### config.mk
export PLATFORM = sky130hd
export DESIGN_NAME = store_buffer
export DESIGN_NICKNAME = d
export VERILOG_FILES = /design/src/rtl/store_buffer.sv
export SDC_FILE = /design/constraint.sdc
export NUM_CORES = 1
export LEC_CHECK = 0
export ABC_AREA = 1
export BUFFER_PORTS_ARGS = -buffer_cell sky130_fd_sc_hd__buf_2
export CAP_MARGIN = 20
export CORE_ASPECT_RATIO = 0.8
export CORE_MARGIN = 1.5
export CORE_UTILIZATION = 27
export CTS_BUF_LIST = sky130_fd_sc_hd__clkbuf_2 sky130_fd_sc_hd__clkbuf_4 sky130_fd_sc_hd__clkbuf_8
export CTS_CLUSTER_DIAMETER = 30
export DETAILED_ROUTE_END_ITERATION = 7
export GPL_ROUTABILITY_DRIVEN = 0
export GPL_TIMING_DRIVEN = 0
export HOLD_SLACK_MARGIN = 0.1
export PLACE_DENSITY = 0.43
export RECOVER_POWER = 50
export SLEW_MARGIN = 20
export SYNTH_ARGS = -nofsm -noshare
export SYNTH_HDL_FRONTEND = slang
export SYNTH_SLANG_ARGS = --single-unit
### constraint.sdc
create_clock -name clk -period 3.2 [get_ports clk]
set_clock_uncertainty 0.05 [all_clocks]
set_input_delay 0 -clock clk [delete_from_list [all_inputs] [get_ports clk]]
set_output_delay 0 -clock clk [all_outputs]
set_load 0.03 [all_outputs]
### src/rtl/store_buffer.sv
// store_buffer: posted-write store queue between MEM and the byte-addressed data memory, with load-overlap stall.
// Define STORE_FWD_EN to forward an exact-address SW store to an overlapping load instead of stalling it.
module store_buffer #(
    parameter int DEPTH  = 4,
    parameter int ADDR_W = 6
) (
    input  logic                   clk,
    input  logic                   rst,
    input  logic                   st_valid,
    output logic                   st_ready,
    input  logic [ADDR_W-1:0]      st_addr,
    input  logic [1:0]             st_size,
    input  logic [31:0]            st_data,
    input  logic                   ld_req,
    input  logic [ADDR_W-1:0]      ld_addr,
    output logic                   ld_stall,
    output logic                   ld_fwd_valid,
    output logic [31:0]            ld_fwd_data,
    output logic                   mem_write,
    output logic [1:0]             mem_save_method,
    output logic [ADDR_W-1:0]      mem_addr,
    output logic [31:0]            mem_data,
    output logic                   empty,
    output logic [$clog2(DEPTH):0] count
);
    localparam int PTR_W = $clog2(DEPTH);
    localparam int CNT_W = PTR_W + 1;
    localparam logic [CNT_W-1:0] FULL_CNT = CNT_W'(DEPTH);

    localparam logic [1:0] SIZE_SB = 2'b00;
    localparam logic [1:0] SIZE_SH = 2'b01;
    localparam logic [1:0] SIZE_SW = 2'b10;

    typedef struct packed {
        logic [ADDR_W-1:0] addr;
        logic [1:0]        size;
        logic [31:0]       data;
    } entry_t;

    entry_t           entries [DEPTH];
    logic [PTR_W-1:0] head;
    logic [PTR_W-1:0] tail;
    logic [PTR_W-1:0] idx;
    logic             push;
    logic             pop;
    logic             ld_hit;

    // Exclusive end of a store's byte range; the two extra bits keep ranges near the top from wrapping.
    function automatic logic [ADDR_W+1:0] store_end(input logic [ADDR_W-1:0] addr, input logic [1:0] size);
        logic [ADDR_W+1:0] lo;
        lo = {2'b00, addr};
        case (size)
            SIZE_SB: return lo + (ADDR_W+2)'(1);
            SIZE_SH: return lo + (ADDR_W+2)'(2);
            SIZE_SW: return lo + (ADDR_W+2)'(4);
            default: return lo;
        endcase
    endfunction

    function automatic logic overlaps(input logic [ADDR_W-1:0] s_addr, input logic [1:0] s_size,
                                      input logic [ADDR_W-1:0] l_addr);
        logic [ADDR_W+1:0] s_lo;
        logic [ADDR_W+1:0] l_lo;
        logic [ADDR_W+1:0] l_hi;
        s_lo = {2'b00, s_addr};
        l_lo = {2'b00, l_addr};
        l_hi = l_lo + (ADDR_W+2)'(4);
        return (s_lo < l_hi) && (l_lo < store_end(s_addr, s_size));
    endfunction

    assign st_ready = (count != FULL_CNT);
    assign push     = st_valid && st_ready;
    assign pop      = (count != '0);
    assign empty    = (count == '0) && !mem_write;

    // NOTE: payload storage has no reset; validity is carried entirely by count, so reset only touches control state.
    always_ff @(posedge clk) begin
        if (push) begin
            entries[tail] <= '{addr: st_addr, size: st_size, data: st_data};
        end
    end

    // NOTE: sequential state uses non-blocking assignments so every register samples pre-edge values.
    always_ff @(posedge clk) begin
        if (rst) begin
            head            <= '0;
            tail            <= '0;
            count           <= '0;
            mem_write       <= 1'b0;
            mem_save_method <= '0;
            mem_addr        <= '0;
            mem_data        <= '0;
        end else begin
            if (push) begin
                tail <= tail + 1'b1;
            end
            if (pop) begin
                head            <= head + 1'b1;
                mem_write       <= 1'b1;
                mem_save_method <= entries[head].size;
                mem_addr        <= entries[head].addr;
                mem_data        <= entries[head].data;
            end else begin
                mem_write <= 1'b0;
            end
            case ({push, pop})
                2'b10:   count <= count + 1'b1;
                2'b01:   count <= count - 1'b1;
                default: count <= count;
            endcase
        end
    end

`ifdef STORE_FWD_EN
    logic        fwd_match;
    logic [31:0] fwd_word;
`endif

    // Scan oldest (in-flight) to youngest so the last hit is the youngest overlapping store.
    always_comb begin
        // NOTE: every combinational output gets a default first so no path infers a latch.
        ld_hit = 1'b0;
        idx    = head;
`ifdef STORE_FWD_EN
        fwd_match = 1'b0;
        fwd_word  = '0;
`endif
        if (mem_write && overlaps(mem_addr, mem_save_method, ld_addr)) begin
            ld_hit = 1'b1;
`ifdef STORE_FWD_EN
            fwd_match = (mem_save_method == SIZE_SW) && (mem_addr == ld_addr);
            fwd_word  = mem_data;
`endif
        end
        for (int i = 0; i < DEPTH; i++) begin
            idx = head + PTR_W'(i);
            if ((CNT_W'(i) < count) && overlaps(entries[idx].addr, entries[idx].size, ld_addr)) begin
                ld_hit = 1'b1;
`ifdef STORE_FWD_EN
                fwd_match = (entries[idx].size == SIZE_SW) && (entries[idx].addr == ld_addr);
                fwd_word  = entries[idx].data;
`endif
            end
        end
    end

`ifdef STORE_FWD_EN
    assign ld_fwd_valid = ld_req && ld_hit && fwd_match;
    assign ld_fwd_data  = ld_fwd_valid ? fwd_word : 32'h0;
    assign ld_stall     = ld_req && ld_hit && !fwd_match;
`else
    assign ld_fwd_valid = 1'b0;
    assign ld_fwd_data  = 32'h0;
    assign ld_stall     = ld_req && ld_hit;
`endif

endmodule
# Word-level counts from Yosys, hierarchy flattened
# Memory sizes are Yosys's and may differ from the RTL's. A register that Yosys moved wholly into a read port is not among the register bits.
# Cells that the tools add are included.
# W data, S select, Z words.
# totals
mem_count	1
ff_bits	48
output_inout_bits	80
ramBits	160
elab_cells	95
inputBits	50
# classes
reduce_logical	22
mux	16
addsub	22
order_cmp	14
eq_ne	13
# mem_list
name	words	word_bits	read_ports	rd_clocked_by_memory_dff	write_ports	line_no	text
entries	4	40	4	1	1	40	entry_t entries [DEPTH];
# op_table
op	count
$pmux W7 S3	5
$lt A6 B8 Y1	9
$add A6 B3 Y7 const B	6
$add A6 B1 Y7 const B	5
$add A6 B2 Y7 const B	5
$logic_and A1 B1 Y1	13
$eq A2 B1 Y1 const B	6
$eq A2 B2 Y1 const B	6
$logic_not A2 Y1	5
$mux W1	8
$lt A6 B7 Y1	1
$lt A1 B3 Y1 const A	2
$lt A2 B3 Y1 const A	2
$pmux W3 S2	1
$add A2 B1 Y2 const B	2
$add A2 B2 Y2 const B	2
$mux W2	2
$add A3 B1 Y3 const B	1
$logic_not A3 Y1	1
$ne A3 B3 Y1 const B	1
$reduce_bool A3 Y1	1
$sub A3 B1 Y3 const B	1
$reduce_bool A2 Y1	1
$logic_not A1 Y1	1

# Longest topological paths before layout
# Gate-level depths: netlist (run 1).
# logic_depth
ltp_word	11
ltp_mapped	23
ltp_nobuf	22

# Worst setup path after synthesis (run 1)
# OpenSTA, ideal clock, no wires.
# synth_path
path_kind	reg2reg
start	register count[0]
end	memory entries[0][0] (netlist bit), enable pin
setup_slack_ns	-0.415
arrival_ns	3.127
stages_incl_launch_ff	6
synth_period_minus_slack_ns	3.615
n_path_buf	0
cell_sequence	dfxtp_1 inv_1 ha_1 nand2_1 nand2_1 nor2_1
# synth_between
elab_chain_len	4
# synth_rtl
item	line_no	text
start, declared	24	output logic [$clog2(DEPTH):0] count
start signal, assigned	107	2'b10: count <= count + 1'b1;
start signal, assigned	108	2'b01: count <= count - 1'b1;
start signal, assigned	109	default: count <= count;
$ne A3 B3 Y1	71	assign st_ready = (count != FULL_CNT);
net st_ready	10	output logic st_ready,
$logic_and A1 B1 Y1	72	assign push = st_valid && st_ready;
$mux W1	78	if (push) begin
$mux W1 (implied by the code)	79	entries[tail] <= '{addr: st_addr, size: st_size, data: st_data};
end, declared	40	
# The timed path passes the listed nets, and every way through them passes these cells.

==> impl_metrics.ini, run 1 <==
[drt]
drt_iter0_markers = 810
ant_nets = 0
wirelength_mm = 35.66
vias_per_cell = 4.613
dr.pass1.iters = 6
vias = 9765
wl_per_cell_um = 16.84
route.detailed.drc = 0

[floorplanning]
die-area_mm2 = 0.04424
die_width_um = 234.8
rows = 67
core-area_mm2 = 0.04217
ios = 130
die_y_um = 188.4
start_util_pct = 27.52

[yosys]
synth_cells = 1256
yosys_warnings = 0
synthArstFlopShare_pct = 0
syn_area_mm2 = 0.01160
ys.flop_type = edfxtp_1
yosysSeqAreaShare_pct = 50.03
synth-seq-cells = 210
ys_types = 55
synth_edf_count = 160
synth.avg_cell_area_um2 = 9.240

[timing]
fmax_mhz = 279.6
slew_violations = 0
finalCriticalPeriod_ns = 3.576
tightest_slew_ns = 0.7247
period_share_pct = 111.8
hold_viol = 0
setup_viol = 1
max_slew_margin_pct = 51.69
setup_slack_ns = -0.3762
rsz0062_at_grt = true
fin_hold_ws_ns = 0.1784

[cts]
clock_sinks = 210
clk_pin_slew_ns = 0.06
cts_tree = yes
insertion_delay_ns = 0.58
cts_buffers = 51
clock-root-buffer = clkbuf_8
cts_max_path_buffers = 3
htreeDepth = 2

[global_routing]
grt_pass1_vias = 9486
antenna_found_initial = 1
grt_pass1_wl_mm = 55.46
grt_usage_pct = 16.07
grt_max_degree = 22
gr-total-overflow = 0

[worst_setup_path]
crit_buf_inv = 6
slowest_delay_ns = 0.32
critPathLaunchType = flop
endpoint_kind = primary output
worstReg2RegEnd = count[2]
path_cells = buf_6, buf_8, buf_8, o21ai_1, o22ai_2, buf_4, ha_2, inv_1, nor2_2, a21oi_1, nand2_1, o2111ai_1, o21ai_0, ha_1, nand2_1, a31oi_1, nand2_1, nand4_1, nand2_2, nor2_2, nor2_1, buf_4
cp_max_fo = 5
cp_common_cell = nand2_1
arrival_ns = 3.53
cpLargestDelayFamily = compound AO/OA/AOI/OAI gates
critical_path.slowest_cell = dfxtp_2
timing.rr.start = count[0]
reg2regPathDepth = 10
rrSetupSlack_ns = 0.37
cp.required_ns = 3.15
criticalPathCategory = reg -> out

[placed_design]
place_area_mm2 = 0.01311
placed_cells = 1944
port_buffers = 96
dp_hpwl_mm = 24.56

[cells_and_area]
drive_gt1_share_pct = 19.13
fill_cells = 4295
final_cells = 2117
final_util_pct = 36.39
fin_area_mm2 = 0.01534
syn_to_final_growth_pct = 32.22
nets = 1645

[pwr]
power_density_mw_per_mm2 = 1082
p_comb_share_pct = 53.6
p_sw_share_pct = 44.70
switchingPower_w = 0.007417
power_frac_clock_pct = 23.7
peakVddDrop_uv = 323.0
pwr-share-seq_pct = 22.8
power.leakage_nw = 6.396
intPower_w = 0.009178

[hold_path]
whs_endpoint = entries[3][10]
worstHoldPathCells = 2
worstHoldStart = st_data[10]
min_path_type = in -> reg

[outcome]
violations = negative setup slack
outcome = complete, but fails checks

[run]
max-cap-violations = 0
-- cell families after synthesis --
logic type | Yosys count | share of synthesized area [%]
AND/OR/NAND/NOR | 402 | 15.02
AO/OA/AOI/OAI | 348 | 17.60
flip-flops | 210 | 50.03
buffers and inverters | 209 | 8.410
adder cells (fa/ha/maj) | 75 | 8.086
XOR/XNOR | 11 | 0.8303
other | 1 | 0.03231
-- cell usage after synthesis, types with 3 or more instances --
master | n | share of area [%]
a211oi_1 | 3 | 0.19
a21oi_1 | 51 | 2.2
a32oi_1 | 5 | 0.38
buf_2 | 4 | 0.17
buf_4 | 37 | 2.4
buf_6 | 6 | 0.58
clkbuf_1 | 32 | 1.0
dfxtp_1 | 50 | 8.6
edfxtp_1 | 160 | 41
ha_1 | 75 | 8.1
inv_1 | 119 | 3.8
inv_2 | 9 | 0.29
nand2_1 | 206 | 6.7
nand2_2 | 13 | 0.70
nand2_4 | 6 | 0.58
nand3_1 | 44 | 1.9
nand4_1 | 6 | 0.32
nor2_1 | 109 | 3.5
nor2_2 | 3 | 0.16
nor3_1 | 4 | 0.17
o2111ai_1 | 6 | 0.45
o21ai_0 | 171 | 7.4
o21ai_1 | 13 | 0.56
o21ai_2 | 7 | 0.53
o21bai_1 | 32 | 2.1
o221ai_1 | 4 | 0.30
o22ai_1 | 33 | 1.8
xor2_1 | 9 | 0.68
-- worst max-delay path by stage --
stage | start | end | slack, ns | cells after the start
final | flop | ld_stall | -0.38 | 22
after global routing | head[0] | ld_stall | -0.63 | 19
after CTS | head[0] | ld_stall | -0.43 | 21
after detailed placement | flop | ld_stall | -0.38 | 19
after global placement | count[0] | entries[3][25] | -2.05 | 5
after floorplan | count[0] | entries[0][0] | -0.41 | 5
-- what timing repair did --
| action | in CTS | in global routing |
|---|---|---|
| cloned | 1 | 0 |
| pin swaps | 27 | 19 |
| endpoints found under the setup margin | 1 | 2 |
| endpoints found under the hold margin | 171 | 0 |
| hold buffers | 46 | 0 |
| gates resized for setup | 71 | 33 |
| setup buffers | 24 | 5 |
-- routing by layer --
layer | part of all wire, % | vias up | global-route usage, % | wire [um]
li1 | - | 4875 | - | -
met1 | 49 | 4578 | 23.25 | 17610
met2 | 44 | 263 | 24.81 | 15580
met3 | 5.3 | 49 | 2.769 | 1890
met4 | 1.6 | 0 | 3.971 | 583
met5 | 0 | - | 0 | 0
-- placed cells by master (no fill, tap or decap), types with 7 or more instances in the layout --
cell type	instances
a21oi_1	51
buf_12	7
buf_2	13
buf_4	62
buf_6	9
bufinv_16	10
clkbuf_1	112
clkbuf_4	11
clkbuf_8	55
clkinvlp_4	10
conb_1	33
dfxtp_1	46
dlygate4sd3_1	46
edfxtp_1	160
ha_1	70
inv_1	117
inv_2	9
nand2_1	194
nand2_2	21
nand2_4	10
nand3_1	41
nor2_1	101
nor2_2	8
o21ai_0	161
o21ai_1	11
o21ai_2	11
o21ai_4	10
o21bai_1	32
o22ai_1	32
xor2_1	9
-- layout make-up --
class	count	area (um2)	share of cell area (%)
antenna	2	5.005	0.03262
buffer	78	543.0	3.539
clock buffer	66	839.6	5.472
clock inverter	30	440.4	2.870
inverter	130	500.5	3.262
multi-input combinational	869	5221	34.03
sequential	210	5818	37.92
tap	552	690.7	4.501
timing repair buffer	180	1285	8.375
-- sequential cells by signal, indices dropped and copies added (netlist names), named ones only --
name,count
entries,160
mem_data,32
mem_addr,6
count,3
head,2
mem_save_method,2
tail,2
mem_write,1
-- through the flow --
step                setup WS [ns]  TNS (ns)  power, W
floorplan                 -0.4145    -66.32  0.009465
global placement           -2.048   -311.50   0.01174
detailed placement        -0.3755   -0.3755   0.01186
CTS                       -0.4257   -0.4257   0.01651
global route              -0.6270   -0.6270   0.01801
finish                    -0.3762   -0.3762   0.01660
-- power by group through the flow --
stage	sequential (W)	clock (W)	combinational [W]
after CTS	0.00377	0.00400	0.00874
after floorplan	0.00414	0	0.00532
after global placement	0.00383	0	0.00791
after detailed placement	0.00380	0	0.00806
after global routing	0.00383	0.00415	0.0100
final	0.00378	0.00393	0.00889
(Power assumes the default switching activity.)
==> inputs of run 2 (changes only) <==
--- a/config.mk
+++ b/config.mk
@@ -7,3 +7,2 @@
 export LEC_CHECK = 0
-export ABC_AREA = 1
 export BUFFER_PORTS_ARGS = -buffer_cell sky130_fd_sc_hd__buf_2
@@ -19,3 +18,3 @@
 export HOLD_SLACK_MARGIN = 0.1
-export PLACE_DENSITY = 0.43
+export PLACE_DENSITY = 0.44
 export RECOVER_POWER = 50
--- a/constraint.sdc
+++ b/constraint.sdc
@@ -4,2 +4,2 @@
 set_output_delay 0 -clock clk [all_outputs]
-set_load 0.03 [all_outputs]
+set_load 0.05 [all_outputs]
==> impl_metrics.ini, run 2 <==
[yosys]
yosysSeqAreaShare_pct = 54.47
synth.top_cell.area_share_pct = 45.08
yosysMostFrequentCell = edfxtp_1
ys_types = 61
yosys_warnings = 0
ys_top_cells_by_area = edfxtp_1, mux4_2, dfxtp_1, ha_1, nand2_1
synth_top_area_cell = edfxtp_1
ys_top_cells_by_count = edfxtp_1, nand2_1, ha_1
synth_cells = 807
ys.flop_type = edfxtp_1
synth_edf_count = 160
syn_area_mm2 = 0.01066
synth.avg_cell_area_um2 = 13.21
synthArstFlopShare_pct = 0
synth-seq-cells = 210

[timing]
tns_ns = -0.5578
hold_viol = 0
setup_viol = 1
slew_violations = 0
tightest_slew_ns = 1.061
rsz0062_at_grt = true
finalCriticalPeriod_ns = 3.758
period_share_pct = 117.4
setup_slack_ns = -0.5578
max_slew_margin_pct = 29.30
fin_hold_ws_ns = 0.2027
fmax_mhz = 266.1

[pwr]
peakVddDrop_uv = 623.1
power.leakage_nw = 5.079
totalPowerFinal_w = 0.01452
power_density_mw_per_mm2 = 1047

[placed_design]
dp_hpwl_mm = 18.90
port_buffers = 95
placed_cells = 1464

[run]
max-cap-violations = 0

[cts]
clock-root-buffer = clkbuf_8
clock_sinks = 210
cts_tree = yes
clk_pin_slew_ns = 0.06
insertion_delay_ns = 0.56
cts_buffers = 47
htreeDepth = 2
cts_max_path_buffers = 3

[cells_and_area]
final_util_pct = 35.91
largest_reg_flops = 160
syn_to_final_growth_pct = 30.05
final_cells = 1631
reg_top3 = entries: 160 flops, mem_data: 32 flops, mem_addr: 6 flops
nets = 1188
regMostFlops = entries
layout_common_cells = edfxtp_1, nand2_1, clkbuf_1
layout_commonest_cell = edfxtp_1
drive_gt1_share_pct = 25.05

[drt]
vias = 7264
wirelength_mm = 28.12
ant_nets = 0
dr.pass1.iters = 4
route.detailed.drc = 0
wl_per_cell_um = 17.24
drt_iter0_markers = 345
vias_per_cell = 4.454

[global_routing]
grt_pass1_wl_mm = 43.30
grt_usage_pct = 13.95
grt_pass1_vias = 7323
grt_max_degree = 41
antenna_found_initial = 2
gr-total-overflow = 0

[worst_setup_path]
endpoint_kind = primary output
path_cells = buf_6, buf_12, mux4_2, buf_6, ha_4, nand2_2, nand3_1, o21ai_1, ha_1, nor3_2, nor2_1, o21ai_1, a21oi_2, o22ai_2, a221oi_2, o211ai_2, buf_6
cp_common_cell = buf_6
cp_max_fo = 5
criticalPathCategory = reg -> out
slowest_delay_ns = 0.60
critical_path.slowest_cell = mux4_2
cp.required_ns = 3.15
arrival_ns = 3.71
critPathLaunchType = flop

[floorplanning]
rows = 64
die_y_um = 180.7
die_width_um = 225.1
core-area_mm2 = 0.03860
die-area_mm2 = 0.04068
start_util_pct = 27.61
ios = 130

[outcome]
violations = negative setup slack
outcome = complete, but fails checks

[hold_path]
min_path_type = in -> reg
[run 2: layout make-up]
cell class / count / area, um2
fill: 3886 / 24740
sequential: 210 / 5808
multi-input combinational: 546 / 4611
timing repair buffer: 176 / 1147
clock buffer: 60 / 750.7
tap: 528 / 660.6
buffer: 65 / 459.2
clock inverter: 28 / 356.6
inverter: 17 / 65.06
antenna: 1 / 2.502
[run 2: critical path, delay by kind of cell (launching register included)]
| kind | cells | cell delay [ns] |
|---|---|---|
| compound gates | 6 | 0.83 |
| fa+ha+maj | 2 | 0.55 |
| buf+inv | 4 | 0.58 |
| flops | 1 | 0.33 |
| mux | 1 | 0.60 |
| simple gates | 4 | 0.27 |
[run 2: timing repair]
action / in CTS / in global routing
hold buffers: 46 / 0
gates cloned: 0 / 0
setup endpoints to repair: 2 / 3
pin swaps: 21 / 11
endpoints found under the hold margin: 234 / 0
gates resized for setup: 41 / 12
setup buffers: 30 / 3
[run 2: cells by family after synthesis]
family,count (synthesis),share of synthesized area [%]
AO/OA/AOI/OAI,151,8.335
XOR/XNOR,29,2.383
adder cells (fa/ha/maj),75,8.805
buffers and inverters,83,4.625
flip-flops,210,54.47
multiplexers,70,13.68
other,1,0.03519
AND/OR/NAND/NOR,188,7.666
[run 2: worst paths after layout]
check / startpoint / end / slack [ns] / cells past startpoint
max: flop / ld_stall / -0.56 / 17
min: st_size[1] / entries[0][33] / 0.20 / 2
max reg2reg: count[0] / entries[2][5] / 0.42 / 5
min reg2reg: mem_data[23] / mem_data[23] / 0.40 / 2
[run 2: per-stage QoR]
step	area, um2	worst slack, ns
detailed placement	11970	-0.6435
CTS	13910	-0.5958
floorplan	10780	0.006041
global route	13860	-0.7240
finish	13860	-0.5578
global placement	11910	-0.6406
[run 2: report_power, final]
group	total, W	leakage, nW	internal, W	switching (W)
logic	0.00729	2.64	0.00286	0.00443
clock network	0.00343	0.556	0.00214	0.00129
registers	0.00379	1.88	0.00345	0.000338
[run 2: layer usage]
| metal | wire length [um] | global-route usage [%] | vias to the layer above |
|---|---|---|---|
| met1 | 13820 | 20.24 | 3512 |
| met3 | 1602 | 3.106 | 51 |
| met4 | 480 | 3.517 | 2 |
| met2 | 12210 | 20.98 | 177 |
| li1 | - | - | 3522 |
| met5 | 12 | 0 | - |
